### src/rtl/sector_sequencer_pkg.sv
// Shared definitions for the LED sector display: main FSM state encodings
// and the default timing and geometry parameters.
package sector_sequencer_pkg;

    // The button handler compares main_state against ST_DONE, so these values are fixed.
    typedef enum logic [1:0] {
        ST_IDLE = 2'b00,
        ST_RUN  = 2'b01,
        ST_DONE = 2'b10
    } state_t;

    localparam int DEF_DWELL_CYCLES = 25000000;
    localparam int DEF_N_SECTORS    = 8;
    localparam int DEF_N_GROUPS     = 4;

    // Counter width for a modulo-n count; never narrower than one bit.
    function automatic int cnt_width(input int n);
        return (n > 1) ? $clog2(n) : 1;
    endfunction

endpackage

### src/rtl/sector_sequencer_if.sv
// Control and status bundle between the button handler and the sector sequencer.
interface sector_sequencer_if #(
    parameter int N_SECTORS = 8,
    parameter int SECTOR_W  = 3,
    parameter int GROUP_W   = 2
);
    import sector_sequencer_pkg::*;

    logic                 start_pulse;
    logic                 change_sector_group;
    logic                 abort;
    state_t               main_state;
    logic [GROUP_W-1:0]   sector_group;
    logic [SECTOR_W-1:0]  sector_idx;
    logic [N_SECTORS-1:0] led_mask;
    logic                 busy;
    logic                 done_pulse;

    modport master (
        output start_pulse, change_sector_group, abort,
        input  main_state, sector_group, sector_idx, led_mask, busy, done_pulse
    );

    modport slave (
        input  start_pulse, change_sector_group, abort,
        output main_state, sector_group, sector_idx, led_mask, busy, done_pulse
    );

endinterface

### src/rtl/sector_sequencer_dwell_timer.sv
// Dwell counter for one sector step: counts enabled cycles and raises tick on
// the last cycle of each DWELL_CYCLES-long step, wrapping to zero on its own.
module sector_sequencer_dwell_timer #(
    parameter int DWELL_CYCLES = sector_sequencer_pkg::DEF_DWELL_CYCLES
) (
    input  logic clk,
    input  logic reset,
    input  logic clear,
    input  logic enable,
    output logic tick
);
    import sector_sequencer_pkg::*;

    localparam int            CW   = cnt_width(DWELL_CYCLES);
    localparam logic [CW-1:0] LAST = CW'(DWELL_CYCLES - 1);

    logic [CW-1:0] dwell_cnt;

    assign tick = enable && (dwell_cnt == LAST);

    always_ff @(posedge clk or negedge reset) begin
        if (!reset) begin
            dwell_cnt <= '0;
        end else if (clear) begin
            dwell_cnt <= '0;
        end else if (enable) begin
            dwell_cnt <= tick ? '0 : dwell_cnt + CW'(1);
        end
    end

endmodule

### src/rtl/sector_sequencer.sv
// Main control FSM for the LED sector display: fills the sectors of the active
// group one dwell step at a time, then waits in DONE for a restart or group change.
module sector_sequencer #(
    parameter int DWELL_CYCLES = sector_sequencer_pkg::DEF_DWELL_CYCLES,
    parameter int N_SECTORS    = sector_sequencer_pkg::DEF_N_SECTORS,
    parameter int N_GROUPS     = sector_sequencer_pkg::DEF_N_GROUPS,
    parameter int SECTOR_W     = 3,
    parameter int GROUP_W      = 2
) (
    input  logic               clk,
    input  logic               reset,
    sector_sequencer_if.slave  bus
);
    import sector_sequencer_pkg::*;

    localparam logic [SECTOR_W-1:0]  LAST_SECTOR = SECTOR_W'(N_SECTORS - 1);
    localparam logic [GROUP_W-1:0]   LAST_GROUP  = GROUP_W'(N_GROUPS - 1);
    localparam logic [N_SECTORS-1:0] FIRST_MASK  = N_SECTORS'(1);

    state_t               state;
    logic [SECTOR_W-1:0]  sector_idx;
    logic [GROUP_W-1:0]   sector_group;
    logic [N_SECTORS-1:0] led_mask;
    logic                 done_pulse;
    logic                 dwell_en;
    logic                 dwell_tick;

    function automatic logic [GROUP_W-1:0] next_group(input logic [GROUP_W-1:0] g);
        return (g == LAST_GROUP) ? '0 : g + GROUP_W'(1);
    endfunction

    // The timer only counts while running; any other state or an abort holds it at zero,
    // so every entry into RUN starts a fresh dwell step.
    assign dwell_en = (state == ST_RUN) && !bus.abort;

    sector_sequencer_dwell_timer #(
        .DWELL_CYCLES(DWELL_CYCLES)
    ) u_dwell_timer (
        .clk    (clk),
        .reset  (reset),
        .clear  (!dwell_en),
        .enable (dwell_en),
        .tick   (dwell_tick)
    );

    always_ff @(posedge clk or negedge reset) begin
        if (!reset) begin
            state        <= ST_IDLE;
            sector_idx   <= '0;
            sector_group <= '0;
            led_mask     <= '0;
            done_pulse   <= 1'b0;
        end else begin
            done_pulse <= 1'b0;
            if (bus.abort) begin
                state      <= ST_IDLE;
                sector_idx <= '0;
                led_mask   <= '0;
            end else begin
                case (state)
                    ST_IDLE: begin
                        if (bus.start_pulse) begin
                            state      <= ST_RUN;
                            sector_idx <= '0;
                            led_mask   <= FIRST_MASK;
                        end
                    end
                    ST_RUN: begin
                        if (dwell_tick) begin
                            if (sector_idx == LAST_SECTOR) begin
                                state      <= ST_DONE;
                                done_pulse <= 1'b1;
                            end else begin
                                sector_idx <= sector_idx + SECTOR_W'(1);
                                led_mask   <= led_mask | (FIRST_MASK << (sector_idx + SECTOR_W'(1)));
                            end
                        end
                    end
                    ST_DONE: begin
                        // A group change and a start in the same cycle both take effect.
                        if (bus.change_sector_group) begin
                            sector_group <= next_group(sector_group);
                        end
                        if (bus.start_pulse) begin
                            state      <= ST_RUN;
                            sector_idx <= '0;
                            led_mask   <= FIRST_MASK;
                        end else if (bus.change_sector_group) begin
                            state      <= ST_IDLE;
                            sector_idx <= '0;
                            led_mask   <= '0;
                        end
                    end
                    default: begin
                        state      <= ST_IDLE;
                        sector_idx <= '0;
                        led_mask   <= '0;
                    end
                endcase
            end
        end
    end

    assign bus.main_state   = state;
    assign bus.sector_group = sector_group;
    assign bus.sector_idx   = sector_idx;
    assign bus.led_mask     = led_mask;
    assign bus.done_pulse   = done_pulse;
    assign bus.busy         = (state == ST_RUN);

endmodule

### src/flat_wrapper.sv
// flat-port wrapper written by rule: the top's interface ports become plain ports
module sector_sequencer_flat import sector_sequencer_pkg::*;
#(
    parameter int DWELL_CYCLES = sector_sequencer_pkg::DEF_DWELL_CYCLES,
    parameter int N_SECTORS    = sector_sequencer_pkg::DEF_N_SECTORS,
    parameter int N_GROUPS     = sector_sequencer_pkg::DEF_N_GROUPS,
    parameter int SECTOR_W     = 3,
    parameter int GROUP_W      = 2
)
  (clk, reset, bus_start_pulse, bus_change_sector_group, bus_abort, bus_main_state, bus_sector_group, bus_sector_idx, bus_led_mask, bus_busy, bus_done_pulse);
  sector_sequencer_if #(.N_SECTORS(N_SECTORS), .SECTOR_W(SECTOR_W), .GROUP_W(GROUP_W)) bus_i ();
  input  logic clk;
  input  logic reset;
  input wire logic [$bits(bus_i.start_pulse)-1:0] bus_start_pulse;
  input wire logic [$bits(bus_i.change_sector_group)-1:0] bus_change_sector_group;
  input wire logic [$bits(bus_i.abort)-1:0] bus_abort;
  output wire logic [$bits(bus_i.main_state)-1:0] bus_main_state;
  output wire logic [$bits(bus_i.sector_group)-1:0] bus_sector_group;
  output wire logic [$bits(bus_i.sector_idx)-1:0] bus_sector_idx;
  output wire logic [$bits(bus_i.led_mask)-1:0] bus_led_mask;
  output wire logic [$bits(bus_i.busy)-1:0] bus_busy;
  output wire logic [$bits(bus_i.done_pulse)-1:0] bus_done_pulse;
  assign bus_i.start_pulse = bus_start_pulse;
  assign bus_i.change_sector_group = bus_change_sector_group;
  assign bus_i.abort = bus_abort;
  assign bus_main_state = bus_i.main_state;
  assign bus_sector_group = bus_i.sector_group;
  assign bus_sector_idx = bus_i.sector_idx;
  assign bus_led_mask = bus_i.led_mask;
  assign bus_busy = bus_i.busy;
  assign bus_done_pulse = bus_i.done_pulse;
  sector_sequencer #(.DWELL_CYCLES(DWELL_CYCLES), .N_SECTORS(N_SECTORS), .N_GROUPS(N_GROUPS), .SECTOR_W(SECTOR_W), .GROUP_W(GROUP_W)) u_core (.clk(clk), .reset(reset), .bus(bus_i));
endmodule
### config.mk
export PLATFORM = sky130hd
export DESIGN_NAME = sector_sequencer_flat
export DESIGN_NICKNAME = d
export VERILOG_FILES = /design/src/rtl/sector_sequencer_pkg.sv /design/src/rtl/sector_sequencer_if.sv /design/src/rtl/sector_sequencer_dwell_timer.sv /design/src/rtl/sector_sequencer.sv /design/src/flat_wrapper.sv
export SDC_FILE = /design/constraint.sdc
export NUM_CORES = 1
export LEC_CHECK = 0
export ABC_AREA = 0
export CAP_MARGIN = 20
export CORE_ASPECT_RATIO = 1.25
export CORE_MARGIN = 2
export CORE_UTILIZATION = 45
export CTS_CLUSTER_DIAMETER = 150
export DETAILED_ROUTE_END_ITERATION = 8
export PLACE_DENSITY = 0.65
export SYNTH_ARGS = -nofsm -noshare
export SYNTH_HDL_FRONTEND = slang
export SYNTH_SLANG_ARGS = --single-unit
### constraint.sdc
create_clock -name clk -period 2.45 [get_ports clk]
set_clock_uncertainty 0.2 [all_clocks]
set_input_delay 0.245 -clock clk [delete_from_list [all_inputs] [get_ports clk]]
set_output_delay 0.245 -clock clk [all_outputs]
set_load 0.01 [all_outputs]
==> results of run 1 <==
## per-stage QoR
stage / utilization / power [mW]
after global routing: 0.5424 / 1.286
after global placement: 0.5219 / 0.8002
after detailed placement: 0.5219 / 0.8014
after CTS: 0.5424 / 1.244
final: 0.5424 / 1.221
after floorplan: - / 0.7481
## registers in the layout, summed over array words and instances (netlist names)
register and count:
u_core.bus.done_pulse 1, u_core.bus.led_mask 8, u_core.bus.main_state 2, u_core.bus.sector_group 2, u_core.bus.sector_idx 3, u_core.u_dwell_timer.dwell_cnt 25
## cell type report
| type | count | area, sq um |
|---|---|---|
| clock buffer | 5 | 68.82 |
| clock inverter | 3 | 17.52 |
| fill | 443 | 2148 |
| inverter | 9 | 33.78 |
| multi-input combinational | 163 | 1080 |
| sequential | 41 | 1026 |
| tap | 60 | 75.07 |
| timing repair buffer | 26 | 245.2 |
## report_power, final
group	internal [mW]	switching (mW)
clock network	0.197	0.238
logic	0.0385	0.0561
registers	0.683	0.00945
## logic make-up after synthesis
family	Yosys count	synth area share
buf+inv	18	0.03828
simple gates	97	0.2600
flops	41	0.4686
fa+ha+maj	8	0.04572
xor+xnor	11	0.04400
mux	2	0.01028
compound gates	45	0.1331
## cells in the final DEF (no fill, tap or decap), types with 2 or more instances in the layout
| master | n |
|---|---|
| dfrtp_1 | 41 |
| nor2_1 | 25 |
| clkdlybuf4s50_1 | 20 |
| a21oi_1 | 14 |
| nand2_1 | 10 |
| inv_1 | 9 |
| o31ai_1 | 8 |
| or4_1 | 8 |
| ha_1 | 8 |
| nand3_1 | 7 |
| xnor2_1 | 7 |
| a31oi_1 | 7 |
| nand4_1 | 6 |
| or3_1 | 6 |
| o21ai_0 | 6 |
| and3_1 | 6 |
| nor3b_1 | 5 |
| clkbuf_8 | 5 |
| and4_1 | 4 |
| xor2_1 | 4 |
| buf_4 | 4 |
| nor2b_1 | 3 |
| nor4b_1 | 2 |
| a21o_1 | 2 |
| nor4_1 | 2 |
| nor3_1 | 2 |
| mux2_2 | 2 |
| clkinv_2 | 2 |
## layer usage
metal / share of wire / vias up
met1: 0.46 / 846
li1: - / 869
met4: 0.013 / 0
met2: 0.50 / 28
met3: 0.034 / 5
met5: 0 / -
## final timing paths
| check | start | endpoint | slack, ps | depth (start not counted) |
|---|---|---|---|---|
| setup reg to reg | u_core.u_dwell_timer.dwell_cnt[0] | u_core.u_dwell_timer.dwell_cnt[24] | 140 | 5 |
| min in group clk | u_core.u_dwell_timer.dwell_cnt[0] | u_core.u_dwell_timer.dwell_cnt[0] | 290 | 1 |
| hold / removal | reset | u_core.bus.sector_group[1] | 170 | 2 |
| setup / recovery | u_core.u_dwell_timer.dwell_cnt[0] | u_core.u_dwell_timer.dwell_cnt[24] | 140 | 5 |
| max in group asynchronous | reset | u_core.u_dwell_timer.dwell_cnt[8] | 1200 | 3 |
| hold reg to reg | u_core.u_dwell_timer.dwell_cnt[0] | u_core.u_dwell_timer.dwell_cnt[0] | 290 | 1 |
==> out/results.ini, run 1 <==
[synthesis]
synth_area_sq_um=2190
yosysTopAreaCell=dfrtp_1
avgSynthCellArea_sq_um=9.863
synth_top_cell_area_share=0.4686
synthesis.nets=235
async_reset_ff_frac=1.000
postSynthCellCount=222
ys_top_cells_by_area=dfrtp_1 47%, ha_1 4.6%, nor2_1 4.3%
yosysMostFrequentCell=dfrtp_1
synth.distinct_cells=47
ys_seq_area_frac=0.4686
ys_ff_latch=41
ys.flop_type=dfrtp_1
ys_warn_count=0
synth_common_cells=41 x dfrtp_1, 25 x nor2_1, 14 x a21oi_1
synth-edff-count=0

[global_route]
use_met1=0.2215
grt_use_met2=0.3160
grtUsageMet3=0.04521
top_usage_layer=met2
grt_usage=0.1836
grt_pass1_wl_um=7679
overflow=0
grt_max_degree=30
antenna_found_initial=0
grt_pass1_vias=1660

[flow_run]
drv_cap=0

[finish]
n_antenna_cell=0
areaGrowthSynthToFinish_pct=16.29
final_cells=307
drive_gt1_frac=0.08097
final_nets=259
fin_area_sq_um=2546

[clocking]
cts_resized=0
h-tree-depth=2
postCtsSetupBuffers=0
clkTransAtPathRegs_ps=80
hold_buffers=1
clkLatencyLatePin_ps=290
cts_root_buf=clkbuf_8
cts_tree=built
cts_buffers=5
clk_path_buf_depth=2
cts_num_sinks=41

[setup_path]
critPathLaunchType=flip-flop
critPathCaptureType=flip-flop
path_class=reg -> reg
required_ps=2470
worstPathArrival_ps=2330
critPathMaxFanout=11
critPathMaxStageDelay_ps=560
critPathTopFamily=simple AND/OR/NAND/NOR gates
path_buf_inv=0
crit_path_cell_trace=ha_1 > nand4_1 > or3_1 > or4_1 > a21oi_1
cp_slowest_cell=or4_1

[detailed_routing]
final_antenna_net_count=0
vias=1748
vias_per_cell=5.694
drt_iter0_markers=154
dr.pass1.iters=4
drc=0
routed_wl_um=4618
wl_per_cell_um=15.04

[place]
place_congestion=0.8462
place_ws_ps=144.0
placed_cells=298
detailed_place_hpwl_um=3193
portBuffers=21
place_area_sq_um=2450

[run_status]
status=completed

[worst_hold_path]
hold_path_class=in -> async

[floorplan]
fp-row-count=28
dieArea_sq_um=5443
ioPinCount=22
die_x_um=66.39
die_y_um=81.99
floorplan.initialDensity=0.4664
core_area_sq_um=4695

[timing]
setup_viol_count_final=0
fin_hold_ws_ps=165.5
tns_ps=0
slew_headroom=0.6209
fmax_mhz=433.0
worst_slew_pin_slew_ps=567.4
fin_crit_ps=2310
slew_violations=0
worst_slack_ps=140.4
hold_viol_final=0
rsz0062_at_grt=false
fin_crit_sh=0.9427

[power]
irDropWorstVdd_mv=0.3055
p_per_area_nw_per_um2=479.6
p_leak_nw=1.014

(Power assumes the default switching activity.)
==> run 2, diff against run 1 <==
--- a/config.mk
+++ b/config.mk
@@ -12,7 +12,9 @@
 export CORE_UTILIZATION = 45
 export CTS_CLUSTER_DIAMETER = 150
 export DETAILED_ROUTE_END_ITERATION = 8
+export MAX_ROUTING_LAYER = met4
 export PLACE_DENSITY = 0.65
 export SYNTH_ARGS = -nofsm -noshare
 export SYNTH_HDL_FRONTEND = slang
 export SYNTH_SLANG_ARGS = --single-unit
+export TNS_END_PERCENT = 5
==> run 2 against run 1 <==
Compared with the run above: sequential cell count is the same; fmax is essentially flat; hold slack is essentially flat; setup slack is essentially flat; global-route usage grew 0.49 points; cell area is the same; critical endpoint unchanged; clock power is essentially flat; non-clock buffer count is the same; register-to-register slack is essentially flat; critical path depth is the same; largest cell class unchanged; clock-buffer cell count is the same; die area is the same.
==> out/results.ini, run 2 (synthesis results as in run 1) <==
[floorplan]
floorplan.initialDensity=0.4664
die_x_um=66.39
dieArea_sq_um=5443
ioPinCount=22
core_area_sq_um=4695
die_y_um=81.99
fp-row-count=28

[run_status]
status=completed

[finish]
areaGrowthSynthToFinish_pct=16.29
top_register=u_core.u_dwell_timer.dwell_cnt
seq_area_sq_um=1026
final_cell_mix=41 x dfrtp_1, 25 x nor2_1, 20 x clkdlybuf4s50_1, 14 x a21oi_1, 10 x nand2_1
final_cells=307
layout_commonest_cell=dfrtp_1
nFillCells=443
drive_gt1_frac=0.08097
fin_area_sq_um=2546
top_regs=u_core.u_dwell_timer.dwell_cnt x25, u_core.bus.led_mask x8, u_core.bus.sector_idx x3
n_antenna_cell=0
final_nets=259
largest_reg_flops=25
multi_input_area_sq_um=1080

[power]
irDropWorstVdd_mv=0.3055
p_per_area_nw_per_um2=479.7
p_sw_frac=0.2483
clkPwrFrac=0.356
power_switching_mw=0.3033
p_int_mw=0.9181
power_mw=1.221
combPwrFrac=0.077
p_leak_nw=1.014
pwr-share-seq=0.567

[clocking]
cts_buffers=5
cts_tree=built
cts_resized=0
clkLatencyLatePin_ps=290
clkTransAtPathRegs_ps=80
h-tree-depth=2
clk_path_buf_depth=2
cts_num_sinks=41
cts_root_buf=clkbuf_8

[setup_path]
required_ps=2470
critPathMaxFanout=11
worstPathArrival_ps=2330
path_class=reg -> reg
critPathLaunchType=flip-flop
startpoint=u_core.u_dwell_timer.dwell_cnt[0]
rr_startpoint=u_core.u_dwell_timer.dwell_cnt[0]
critPathCaptureType=flip-flop

[global_route]
grt_pass1_wl_um=7672
grt_usage=0.1886
grt_max_degree=30
antenna_found_initial=0
overflow=0
grt_pass1_vias=1666

[place]
place_area_sq_um=2450
portBuffers=21
place_ws_ps=144.0
placed_cells=298
detailed_place_hpwl_um=3193
place_congestion=0.8595

[worst_hold_path]
hold_path_class=in -> async

[timing]
slew_headroom=0.6209
worst_slew_pin_slew_ps=567.4
rsz0062_at_grt=false
tns_ps=0
fmax_mhz=432.9
hold_viol_final=0
setup_viol_count_final=0
slew_violations=0
fin_crit_sh=0.9428
fin_crit_ps=2310
worst_slack_ps=140.1

[detailed_routing]
drc=0
dr.pass1.iters=4
final_antenna_net_count=0
vias_per_cell=5.697
vias=1749
drt_iter0_markers=145
routed_wl_um=4587
wl_per_cell_um=14.94

[flow_run]
drv_cap=0

run 2: worst paths after layout:
path | depth (start not counted) | slack, ps | end
worst max-delay path | 5 | 140 | u_core.u_dwell_timer.dwell_cnt[24]
min in group clk | 1 | 290 | u_core.u_dwell_timer.dwell_cnt[0]
max in group asynchronous | 3 | 1200 | u_core.u_dwell_timer.dwell_cnt[8]
worst min-delay path | 2 | 170 | u_core.bus.sector_group[1]
worst max register to register | 5 | 140 | u_core.u_dwell_timer.dwell_cnt[24]
worst min register to register | 1 | 290 | u_core.u_dwell_timer.dwell_cnt[0]
run 2: cell type report:
class / instances / area share
Multi-Input combinational cell: 163 / 0.4241
Sequential cell: 41 / 0.4029
Timing Repair Buffer: 26 / 0.09631
Tap cell: 60 / 0.02948
Clock buffer: 5 / 0.02703
Inverter: 9 / 0.01327
Clock inverter: 3 / 0.006880
run 2: repair_timing:
action / in CTS / in global routing
setup buffers: 0 / 0
hold endpoints to repair: 12 / 0
hold buffers: 1 / 0
run 2: power groups by stage:
stage	combinational (mW)	clock, mW	sequential, mW
floorplan	0.0410	0	0.707
global placement	0.0947	0	0.705
detailed placement	0.0953	0	0.706
CTS	0.0967	0.455	0.692
global route	0.106	0.486	0.694
finish	0.0946	0.434	0.692
run 2: through the flow:
step,util,hold slack (ps)
2_1_floorplan,-,-250.6
6_report,0.5424,165.2
5_1_grt,0.5424,187.4
3_3_place_gp,0.5219,-51.77
3_5_place_dp,0.5219,-41.86
4_1_cts,0.5424,167.1
run 2: critical path: stages (launching register included):
cell and delay, ps:
dfrtp_1 390, ha_1 240, nand4_1 160, or3_1 530
or4_1 560, a21oi_1 160
run 2: routing by layer:
metal | share of wire | up-vias | wire length, um | global-route usage
li1 | - | 868 | - | -
met1 | 0.45 | 850 | 2083 | 0.2198
met2 | 0.50 | 26 | 2297 | 0.3170
met3 | 0.032 | 5 | 149 | 0.04521
met4 | 0.012 | 0 | 57 | 0.06735
met5 | 0 | - | 0 | -
==> run 3, diff against run 2 <==
--- a/config.mk
+++ b/config.mk
@@ -7,13 +7,13 @@
 export LEC_CHECK = 0
 export ABC_AREA = 0
 export CAP_MARGIN = 20
-export CORE_ASPECT_RATIO = 1.25
 export CORE_MARGIN = 2
 export CORE_UTILIZATION = 45
 export CTS_CLUSTER_DIAMETER = 150
 export DETAILED_ROUTE_END_ITERATION = 8
 export MAX_ROUTING_LAYER = met4
 export PLACE_DENSITY = 0.65
+export SKIP_LAST_GASP = 1
 export SYNTH_ARGS = -nofsm -noshare
 export SYNTH_HDL_FRONTEND = slang
 export SYNTH_SLANG_ARGS = --single-unit
==> run 3 against run 2 <==
Compared with the run above: critical path depth unchanged; first-iteration DRC count is 52% lower; cell area down 0.44%; largest cell class unchanged.
==> out/results.ini, run 3 (synthesis results as in run 1) <==
[detailed_routing]
vias_per_cell=5.794
final_antenna_net_count=0
dr.pass1.iters=4
routed_wl_um=4456
drc=0
wl_per_cell_um=14.80
vias=1744
drt_iter0_markers=69

[clocking]
cts_num_sinks=41
clkLatencyLatePin_ps=290
clkTransAtPathRegs_ps=80
cts_root_buf=clkbuf_8
cts_tree=built
cts_resized=0
clk_path_buf_depth=2
cts_buffers=5
h-tree-depth=2

[power]
p_leak_nw=1.015
power_mw=1.211
irDropWorstVdd_mv=0.2330
p_per_area_nw_per_um2=477.8

[finish]
nFillCells=446
seq_area_sq_um=1026
multi_input_area_sq_um=1080
n_antenna_cell=0
final_nets=259
top_register=u_core.u_dwell_timer.dwell_cnt
areaGrowthSynthToFinish_pct=15.77
top_regs=u_core.u_dwell_timer.dwell_cnt x25, u_core.bus.led_mask x8, u_core.bus.sector_idx x3
largest_reg_flops=25
drive_gt1_frac=0.07692
final_cell_mix=41 x dfrtp_1, 25 x nor2_1, 20 x clkdlybuf4s50_1, 14 x a21oi_1, 10 x nand2_1
fin_area_sq_um=2535
layout_commonest_cell=dfrtp_1

[global_route]
antenna_found_initial=0
overflow=0
grt_max_degree=26
grt_pass1_wl_um=7652
grt_pass1_vias=1659
grt_usage=0.1869

[flow_run]
drv_cap=0

[setup_path]
critPathLaunchType=flip-flop
critPathMaxFanout=11
r2r_cells=5
worstPathArrival_ps=2300
required_ps=2470
critPathCaptureType=flip-flop
path_class=reg -> reg

[timing]
fin_crit_sh=0.9304
hold_viol_final=0
tns_ps=0
setup_viol_count_final=0
fin_crit_ps=2279
rsz0062_at_grt=false
slew_violations=0
worst_slew_pin_slew_ps=527.4
slew_headroom=0.6476
fmax_mhz=438.7

[floorplan]
ioPinCount=22
dieArea_sq_um=5440
fp-row-count=25
die_y_um=73.76
core_area_sq_um=4692
floorplan.initialDensity=0.4667
die_x_um=73.76

[place]
place_area_sq_um=2442
detailed_place_hpwl_um=3077
place_congestion=0.7947
portBuffers=21

[worst_hold_path]
hold_path_class=in -> async

[run_status]
status=completed

## run 3: changes by cell type in the layout (fill, tap and decap cells not counted)
cell,before,now
clkbuf_1,0,1
clkinvlp_4,1,0
## run 3: final timing paths
kind / startpoint / end / slack (ps)
setup / recovery: u_core.u_dwell_timer.dwell_cnt[0] / u_core.u_dwell_timer.dwell_cnt[24] / 170
hold / removal: reset / u_core.bus.led_mask[0] / 220
setup reg to reg: u_core.u_dwell_timer.dwell_cnt[0] / u_core.u_dwell_timer.dwell_cnt[24] / 170
hold reg to reg: u_core.u_dwell_timer.dwell_cnt[0] / u_core.u_dwell_timer.dwell_cnt[0] / 290
max in group asynchronous: reset / u_core.u_dwell_timer.dwell_cnt[24] / 1160
min in group clk: u_core.u_dwell_timer.dwell_cnt[0] / u_core.u_dwell_timer.dwell_cnt[0] / 290
## run 3: what timing repair did
item / in CTS / in global routing
setup buffers: 0 / 0
hold endpoints to repair: 18 / 0
hold buffers: 1 / 0
endpoints found under the setup margin: 0 / 0
## run 3: cell type report
cell class / instances / area share
clock inverters: 2 / 0.003949
flip-flops and latches: 41 / 0.4047
repair buffers: 26 / 0.09674
well taps: 54 / 0.02665
clock buffers: 6 / 0.02863
inverters: 9 / 0.01333
multi-input cells: 163 / 0.4260
## run 3: metal layers
metal,GRT usage,part of all wire,vias up
li1,-,-,867
met1,0.2271,0.48,847
met2,0.3056,0.48,24
met3,0.04664,0.031,6
met4,0.05859,0.013,0
met5,-,0,-
## run 3: worst max-delay path, cell delays in order (launching register included)
cell     delay (ps)
dfrtp_1         390
ha_1            230
nand4_1         160
or3_1           530
or4_1           550
a21oi_1         150
## run 3: through the flow
step	utilization	hold WS, ps	setup slack [ps]	instances
after global routing	0.5403	269.0	80.27	301
after floorplan	-	-250.6	356.6	222
final	0.5403	223.1	170.6	301
after detailed placement	0.5205	29.03	193.0	292
after global placement	0.5205	16.03	245.2	292
after CTS	0.5403	234.7	173.8	301
## run 3: where the power goes
group / total (mW) / switching, mW / internal [mW]
clock network: 0.424 / 0.227 / 0.197
registers: 0.692 / 0.00923 / 0.683
logic: 0.0943 / 0.0559 / 0.0385
total: 1.21 / 0.292 / 0.919
